`src/rtl/wait_merge_n_pkg.sv`:
```
// Shared types for the N-way wait-merge join: FSM state encoding.
package wait_merge_pkg;

    localparam int STATE_W = 2;

    localparam logic [STATE_W-1:0] ST_IDLE      = 2'd0;
    localparam logic [STATE_W-1:0] ST_FIRE      = 2'd1;
    localparam logic [STATE_W-1:0] ST_WAIT_FREE = 2'd2;
    localparam logic [STATE_W-1:0] ST_RELEASE   = 2'd3;

    typedef enum logic [STATE_W-1:0] {
        IDLE      = ST_IDLE,
        FIRE      = ST_FIRE,
        WAIT_FREE = ST_WAIT_FREE,
        RELEASE   = ST_RELEASE
    } state_e;

endpackage

```
`src/rtl/wm_tok_cnt.sv`:
```
// Per-channel token counter: saturates at DEPTH, drops excess tokens and
// records the drop in a sticky overflow flag.
module wm_tok_cnt
    import wait_merge_pkg::*;
#(
    parameter int DEPTH = 2,
    parameter int CW    = $clog2(DEPTH + 1)
) (
    input  logic clk,
    input  logic rst,
    input  logic arrive,
    input  logic consume,
    output logic nonzero,
    output logic overflow
);

    logic [CW-1:0] cnt_q, cnt_d;
    logic          ovf_q, ovf_d;

    always_comb begin
        cnt_d = cnt_q;
        ovf_d = ovf_q;
        // A same-cycle arrival and consume cancel out, even when full.
        if (arrive && !consume) begin
            if (cnt_q == CW'(DEPTH)) begin
                ovf_d = 1'b1;
            end else begin
                cnt_d = cnt_q + CW'(1);
            end
        end else if (consume && !arrive) begin
            cnt_d = cnt_q - CW'(1);
        end
    end

    always_ff @(posedge clk) begin
        if (!rst) begin
            cnt_q <= '0;
            ovf_q <= 1'b0;
        end else begin
            cnt_q <= cnt_d;
            ovf_q <= ovf_d;
        end
    end

    assign nonzero  = (cnt_q != '0);
    assign overflow = ovf_q;

endmodule

```
`src/rtl/wait_merge_n.sv`:
```
// N-way join: fires one downstream drive once every enabled channel holds a
// token, waits for the downstream free, then frees the consumed channels.
module wait_merge_n
    import wait_merge_pkg::*;
#(
    parameter int N     = 4,
    parameter int DEPTH = 2,
    parameter int CW    = $clog2(DEPTH + 1)
) (
    input  logic         clk,
    input  logic         rst,
    input  logic [N-1:0] i_drive,
    output logic [N-1:0] o_free,
    input  logic [N-1:0] i_en_mask,
    output logic         o_driveNext,
    input  logic         i_freeNext,
    output logic [N-1:0] o_overflow,
    output logic         o_spurious,
    output logic         o_busy
);

    state_e       state_q, state_d;
    logic [N-1:0] mask_q, mask_d;
    logic [N-1:0] used_q, used_d;
    logic [N-1:0] free_q, free_d;
    logic         drive_q, drive_d;
    logic         spur_q, spur_d;
    logic         busy_q, busy_d;

    logic [N-1:0] consume;
    logic [N-1:0] nonzero;
    logic         ready;

    generate
        for (genvar gi = 0; gi < N; gi++) begin : g_ch
            wm_tok_cnt #(
                .DEPTH (DEPTH),
                .CW    (CW)
            ) u_cnt (
                .clk      (clk),
                .rst      (rst),
                .arrive   (i_drive[gi]),
                .consume  (consume[gi]),
                .nonzero  (nonzero[gi]),
                .overflow (o_overflow[gi])
            );
        end
    endgenerate

    // An all-zero mask would make the AND trivially true; never fire on it.
    assign ready = (&(~mask_q | nonzero)) && (mask_q != '0);

    always_comb begin
        state_d = state_q;
        mask_d  = mask_q;
        used_d  = used_q;
        free_d  = '0;
        drive_d = 1'b0;
        consume = '0;
        spur_d  = spur_q | (i_freeNext && (state_q != WAIT_FREE));

        case (state_q)
            IDLE: begin
                mask_d = i_en_mask;
                if (ready) begin
                    state_d = FIRE;
                    consume = mask_q;
                    used_d  = mask_q;
                    drive_d = 1'b1;
                end
            end
            FIRE: begin
                state_d = WAIT_FREE;
            end
            WAIT_FREE: begin
                if (i_freeNext) begin
                    state_d = RELEASE;
                    free_d  = used_q;
                end
            end
            RELEASE: begin
                state_d = IDLE;
            end
            default: begin
                state_d = IDLE;
            end
        endcase

        busy_d = (state_d != IDLE);
    end

    always_ff @(posedge clk) begin
        if (!rst) begin
            state_q <= IDLE;
            mask_q  <= '0;
            used_q  <= '0;
            free_q  <= '0;
            drive_q <= 1'b0;
            spur_q  <= 1'b0;
            busy_q  <= 1'b0;
        end else begin
            state_q <= state_d;
            mask_q  <= mask_d;
            used_q  <= used_d;
            free_q  <= free_d;
            drive_q <= drive_d;
            spur_q  <= spur_d;
            busy_q  <= busy_d;
        end
    end

    assign o_driveNext = drive_q;
    assign o_free      = free_q;
    assign o_spurious  = spur_q;
    assign o_busy      = busy_q;

endmodule

```
`config.mk`:
```
export PLATFORM = sky130hd
export DESIGN_NAME = wait_merge_n
export DESIGN_NICKNAME = d
export VERILOG_FILES = /design/src/rtl/wait_merge_n_pkg.sv /design/src/rtl/wm_tok_cnt.sv /design/src/rtl/wait_merge_n.sv
export SDC_FILE = /design/constraint.sdc
export NUM_CORES = 1
export LEC_CHECK = 0
export ABC_AREA = 1
export CORE_MARGIN = 2
export CORE_UTILIZATION = 35
export DETAILED_ROUTE_END_ITERATION = 10
export GPL_TIMING_DRIVEN = 0
export PLACE_DENSITY = 0.53
export SLEW_MARGIN = 15
export SYNTH_ARGS = -nofsm -noshare
export SYNTH_HDL_FRONTEND = slang
export SYNTH_SLANG_ARGS = --single-unit
```
`constraint.sdc`:
```
create_clock -name clk -period 2.85 [get_ports clk]
set_clock_uncertainty 0.2 [all_clocks]
set_input_delay 0.57 -clock clk [delete_from_list [all_inputs] [get_ports clk]]
set_output_delay 0.57 -clock clk [all_outputs]
set_load 0.01 [all_outputs]
```
==> results.md <==
* Register area share after synthesis at 44.49%
* H-tree depth at 2
* WL per Instance at a little over 10 um
* Final period util at between 60 and 70%
* Synth Area in Compound Gates at between 10% and 20%
* FF-to-FF Start: state_q[1]
* Post-synth top area share at 44.49%
* Slew @ Worst Pin at 0.5429 ns
* Largest family of logic cells by synthesized area: simple AND/OR/NAND/NOR gates
* Die area at 0.004233 sq mm
* Initial core utilization at about 36%
* Initial antenna violation count at 0
* Mapped Nets at 189
* Avg Inst Size Synth at 7.331 sq um
* Critical path launch point: g_ch[2].u_cnt.overflow
* Number of cells produced by synthesis at between 150 and 200
* Synthesized area at approximately 0.0013 sq mm
* Sink Count at 29
* Global-route wire length before repair at roughly 4500 um
* Final TNS setup at 0 ns
* Post-Synth Adder-Cell Area at 0%
* Drt first-iter violations at 39
* Final net count at about 220
* Area leader, netlist: dfxtp_1
* Ys flop type: dfxtp_1
* Global route overflow at 0
* Slew Limit Fails at 0
* CP endpoint kind: output port
* Max_slew headroom at a little under two thirds
* DR vias/cell at 4.545
* Post-CTS setup buffers at 0
* RSZ-0062 raised after global routing: no
* Clk buf depth at 2
* Final instance area at 0.001658 sq mm
* Chip Height at around 65 um
* Synth cell types at 19
* Critical path class: reg -> out
* Core Rows at 22
* Worst vdd ir at between 0.4 and 0.5 mV
* Core area at between 0.003 and 0.004 sq mm
* Post-DP Area at approximately 0.0016 sq mm
* N_diodes at 0
* Gpl congestion at 0.7365
* Status: finished, final reports clean
* Router iterations before antenna repair at 4
* Hold Violations, Final at 0
* IO Port Bufs at 21
* Synth cell count leaders: nor2_1, dfxtp_1, inv_1, nand2_1, nand3_1
* Max Freq at between 0.5 and 0.6 GHz
* CP arrival at around 1.2 ns
* Register bit total from synthesis at 29
* Async S/R FF share, synth at 0%
* Leakage power at slightly below 0.7 nW
* Clk pin slew, worst setup/hold paths at ~0.060 ns
* Post-synth EDFFs at 0
* Top cells by area, synth: dfxtp_1, nor2_1, nand3_1, inv_1, nand2_1
* Worst Path Required at 2.08 ns
* Hold Path Class: reg -> reg
* Gr usage total at between 10% and 20%
* Worst skew pair latency at about 0.27 ns
* Post-synthesis mux area share at 0%
* Max cap viols at 0
* Hold path start: used_q[0]
* Synth warn at 0
* CP Launch Type: register
* TritonCTS buffer count at 5
* Power Density at around 900 mW/mm^2
* CTS hold repair buffers at 0
* Die width at about 65 um
* Most frequent cell after synthesis: nor2_1
* CTS tree: built
* DRC Markers at 0
* Worst Path Max Fanout at 2
* # IOs at 22
* Post-Synth XOR/XNOR Area at 0%
* Share of layout cells above drive strength 1 at about an eighth
* Layout area overhead at 27.04%
* Clock root cell: clkbuf_8
* Vias in the first global route at approximately 1100
* DRT antenna net count at 0
* Largest net degree at the start of global routing at 11
* Final Critical Period at about 2 ns
* DP HPWL at between 1500 and 2000 um
* Final Setup Violations at 0
* Vias at 1159
* Simple-gate share of the synthesized area at 35.00%
* DRT Wirelength at approximately 2600 um
* Resized cells post-CTS at 0
## layout make-up
class | count | area (sq um)
Fill cell | 394 | 1976
Multi-Input combinational cell | 118 | 589.3
Sequential cell | 29 | 580.6
Timing Repair Buffer | 21 | 210.2
Inverter | 25 | 93.84
Clock buffer | 6 | 72.57
Tap cell | 48 | 60.06
Buffer | 6 | 41.29
Clock inverter | 2 | 10.01
## worst max-delay path, stage by stage (launching register included)
cell and delay (ns):
dfxtp_1 0.32, buf_4 0.10, clkdlybuf4s50_1 0.52
## worst paths after layout
kind,end,slack (ns),cells past startpoint
max,o_overflow[2],0.86,2
min,o_free[0],0.23,2
max reg2reg,g_ch[3].u_cnt.cnt_q[1],1.16,8
min reg2reg,o_free[0],0.23,2
## routing by layer
metal	GRT usage (%)	routed length (um)	vias up
met4	5.469	35	0
li1	-	-	624
met3	3.646	92	4
met2	22.94	1275	17
met5	0	0	-
met1	16.52	1189	514
## registers in the layout (all words and copies together), names as in the netlist
signal,cells
g_ch.u_cnt.cnt_q,8
g_ch.u_cnt.overflow,4
mask_q,4
o_busy,1
o_driveNext,1
o_free,4
o_spurious,1
state_q,2
used_q,4
## through the flow
stage	setup WS, ns	power (W)	cells	util, %	hold WS [ns]
after floorplan	1.399	0.001001	178	-	0.2084
after global placement	0.7435	0.001146	247	43.35	0.2202
after detailed placement	0.7097	0.001166	247	43.35	0.2241
after CTS	0.8403	0.001487	255	45.63	0.2328
after global routing	0.8011	0.001588	255	45.63	0.2477
final	0.8629	0.001460	255	45.63	0.2278
## logic make-up after synthesis
kind of cell	count (synthesis)
flip-flops	29
AND/OR/NAND/NOR	93
buffers and inverters	31
AO/OA/AOI/OAI	25
## placed cells by master, fill, tap and decap left out
cell / count
nor2_1: 32
dfxtp_1: 29
nand2_1: 24
inv_1: 24
clkdlybuf4s50_1: 21
nand3_1: 19
a21oi_1: 17
nand3_2: 6
buf_4: 5
o21ai_0: 5
clkbuf_8: 5
nand4_1: 4
nor2_4: 3
nand2_2: 3
clkbuf_1: 2
clkinv_2: 2
inv_2: 1
a21oi_2: 1
o21ai_2: 1
or2_1: 1
nand3b_1: 1
o21ai_1: 1
## report_power, final
| group | switching, W | internal, W | total [W] |
|---|---|---|---|
| Clock | 0.000143 | 0.000169 | 0.000312 |
| Sequential | 0.0000842 | 0.000503 | 0.000587 |
| Combinational | 0.000345 | 0.000216 | 0.000561 |
| Total | 0.000573 | 0.000887 | 0.00146 |
Power figures use the tool's default switching activity.
==> variant, RTL diff (same settings) <==
Change the package constant `STATE_W` from 2 to 4.
--- a/src/rtl/wait_merge_n_pkg.sv
+++ b/src/rtl/wait_merge_n_pkg.sv
@@ -1,7 +1,7 @@
 // Shared types for the N-way wait-merge join: FSM state encoding.
 package wait_merge_pkg;
 
-    localparam int STATE_W = 2;
+    localparam int STATE_W = 4;
 
     localparam logic [STATE_W-1:0] ST_IDLE      = 2'd0;
     localparam logic [STATE_W-1:0] ST_FIRE      = 2'd1;
Check against the original RTL: no difference found for any inputs over 10 cycles, from zero or initial values and one cycle with rst low; that may be too few to reach the edited logic, so the function may still have changed.
==> variant against the unedited design <==
Sequential cell count up 2; synthesized cell count increased by 3.4%; design area is 2.9% higher; synthesized area rose by 3.0%; first-iteration DRC count rose by 13%; routed wire length rose by 3.0%; global-route usage up 0.54 points; worst setup slack worse by 0.012 ns; highest routed layer unchanged.
Power is not compared: it rests on default switching activity, and its combinational part moved more than twofold at a synthesized area within 25%.
==> variant: results (changes against the unedited design) <==
Timing
  – Max-slew violations: 0 (unchanged)

Pwr
  – Pleak: 0.000702 uW
  – Clock power frac: 35.9%
  – P_seq: 481 uW
  – P_clk: 344 uW
  – Switching Power: 253 uW
  – IR drop worst, VDD: 0.249 mV

GRT
  – Vias in the first global route: 1091 (was 1060)
  – First-pass GRT wire length: 4.58 mm (was 4.45 mm)
  – Largest net degree at the start of global routing: 11 (unchanged)
  – Antenna violations before repair: 0 (unchanged)
  – Overall Global Routing Usage: 14.2% (was 13.6%)

Finish
  – Filler instances: 386 (was 394)
  – Fin nets: 224 (was 217)
  – Max reg flops: 8 (unchanged)
  – Layout cells sized above 1: 12.2% (was 13.0%)
  – ANT cells: 0 (unchanged)
  – Largest Register: g_ch.u_cnt.cnt_q (unchanged)

Routing
  – DRT iter0 DRCs: 44 (was 39)
  – DRT Pass-1 Iters: 4 (unchanged)
  – WL/cell: 10.2 um (about the same)
  – DR vias: 1190 (was 1159)

Yosys
  – Main synth FF type: dfxtp_1 (unchanged)
  – Ys async rst share: 0% (unchanged)
  – Seq/Total Area, Yosys: 46.2% (was 44.5%)
  – Commonest cells in the netlist: nor2_1 (36), nand2_1 (32), dfxtp_1 (31), inv_1 (24), a21oi_1 (15) (was nor2_1 (32), dfxtp_1 (29), inv_1 (24), nand2_1 (24), nand3_1 (19))
  – Top cells by area, synth: dfxtp_1 (46%), nor2_1 (10%), nand2_1 (8.9%) (was dfxtp_1 (44%), nor2_1 (9.2%), nand3_1 (7.3%))
  – Post-synth cell types: 21 (was 19)
  – Yosys warnings: 0 (unchanged)

Setup path
  – Crit path max fanout: 2 (unchanged)
  – Worst path arrival time: 1.23 ns
  – Top delay family on crit path: buffers and inverters (unchanged)
  – Slowest-stage cell, CP: clkdlybuf4s50_1 (unchanged)
  – Max incr delay on CP: 0.52 ns (about the same)

Place
  – HPWL Detailed: 2.03 mm (was 1.97 mm)
  – RD Place Congestion: 0.740 (was 0.737)
  – Port buffer count: 21 (unchanged)
  – Place WS: 0.853 ns (was 0.710 ns)

Clock tree
  – Max Root-Sink Buffers: 2 (unchanged)
  – Total CTS buffers: 5 (unchanged)
  – Root Driver: clkbuf_8 (unchanged)
  – Post_cts resized: 0 (unchanged)
  – Clock H-tree levels: 2 (unchanged)
  – CTS Hold Bufs: 0 (unchanged)
  – Worst skew pair latency: 0.28 ns
  – # Post-CTS Setup Buffers: 0 (unchanged)
  – Worst-path clk slew: 0.06 ns (about the same)

Min path
  – Worst hold path class: flop to flop (unchanged)

Run status
  – Status: finished, final reports clean (unchanged)
## variant: cell types whose count changed after synthesis, sizes merged, moves of 2 or more
cell,before,now
nand3,25,14
nand2,27,37
nand4,4,8
nor2,35,39
a21oi,18,15
dfxtp,29,31
## variant: cell type report
type                            count  area (sq um)  share of cell area, %
Clock inverter                      1          5.00                  0.293
Buffer                              5          35.0                   2.05
Tap cell                           48          60.1                   3.52
Timing Repair Buffer               21           210                   12.3
Sequential cell                    31           621                   36.4
Inverter                           26          97.6                   5.72
Multi-Input combinational cell    123           594                   34.8
Clock buffer                        6          82.6                   4.84
## variant: layer usage
layer	up-vias	GRT usage (%)	part of all wire (%)
met5	-	0	0
met4	0	8.42	2.1
met3	4	4.09	4.7
met2	21	23.7	46
met1	529	15.9	47
li1	636	-	-
## variant: path summary, 6_finish.rpt
| check | startpoint | endpoint | slack, ns | cells past startpoint |
|---|---|---|---|---|
| worst max register to register | state_q[3] | g_ch[1].u_cnt.cnt_q[1] | 1.23 | 8 |
| worst min register to register | used_q[0] | o_free[0] | 0.23 | 2 |
| worst max-delay path | g_ch[0].u_cnt.overflow | o_overflow[0] | 0.85 | 2 |
| worst min-delay path | used_q[0] | o_free[0] | 0.23 | 2 |
## variant: through the flow
step	instance area, sq um	instances
global route	1710	261
finish	1710	261
CTS	1710	261
floorplan	1350	185
global placement	1620	254
detailed placement	1620	254
## variant: worst min-delay path, stage by stage (launching register included)
cell and delay, ns:
dfxtp_1 0.31, inv_1 0.05, nor2_1 0.03
## variant: cells by family after synthesis
logic type      Yosys count  synth area share [%]
simple gates             99                  35.4
flops                    31                  46.2
buf+inv                  31                  9.87
compound gates           22                  8.29
other cells               1                 0.279
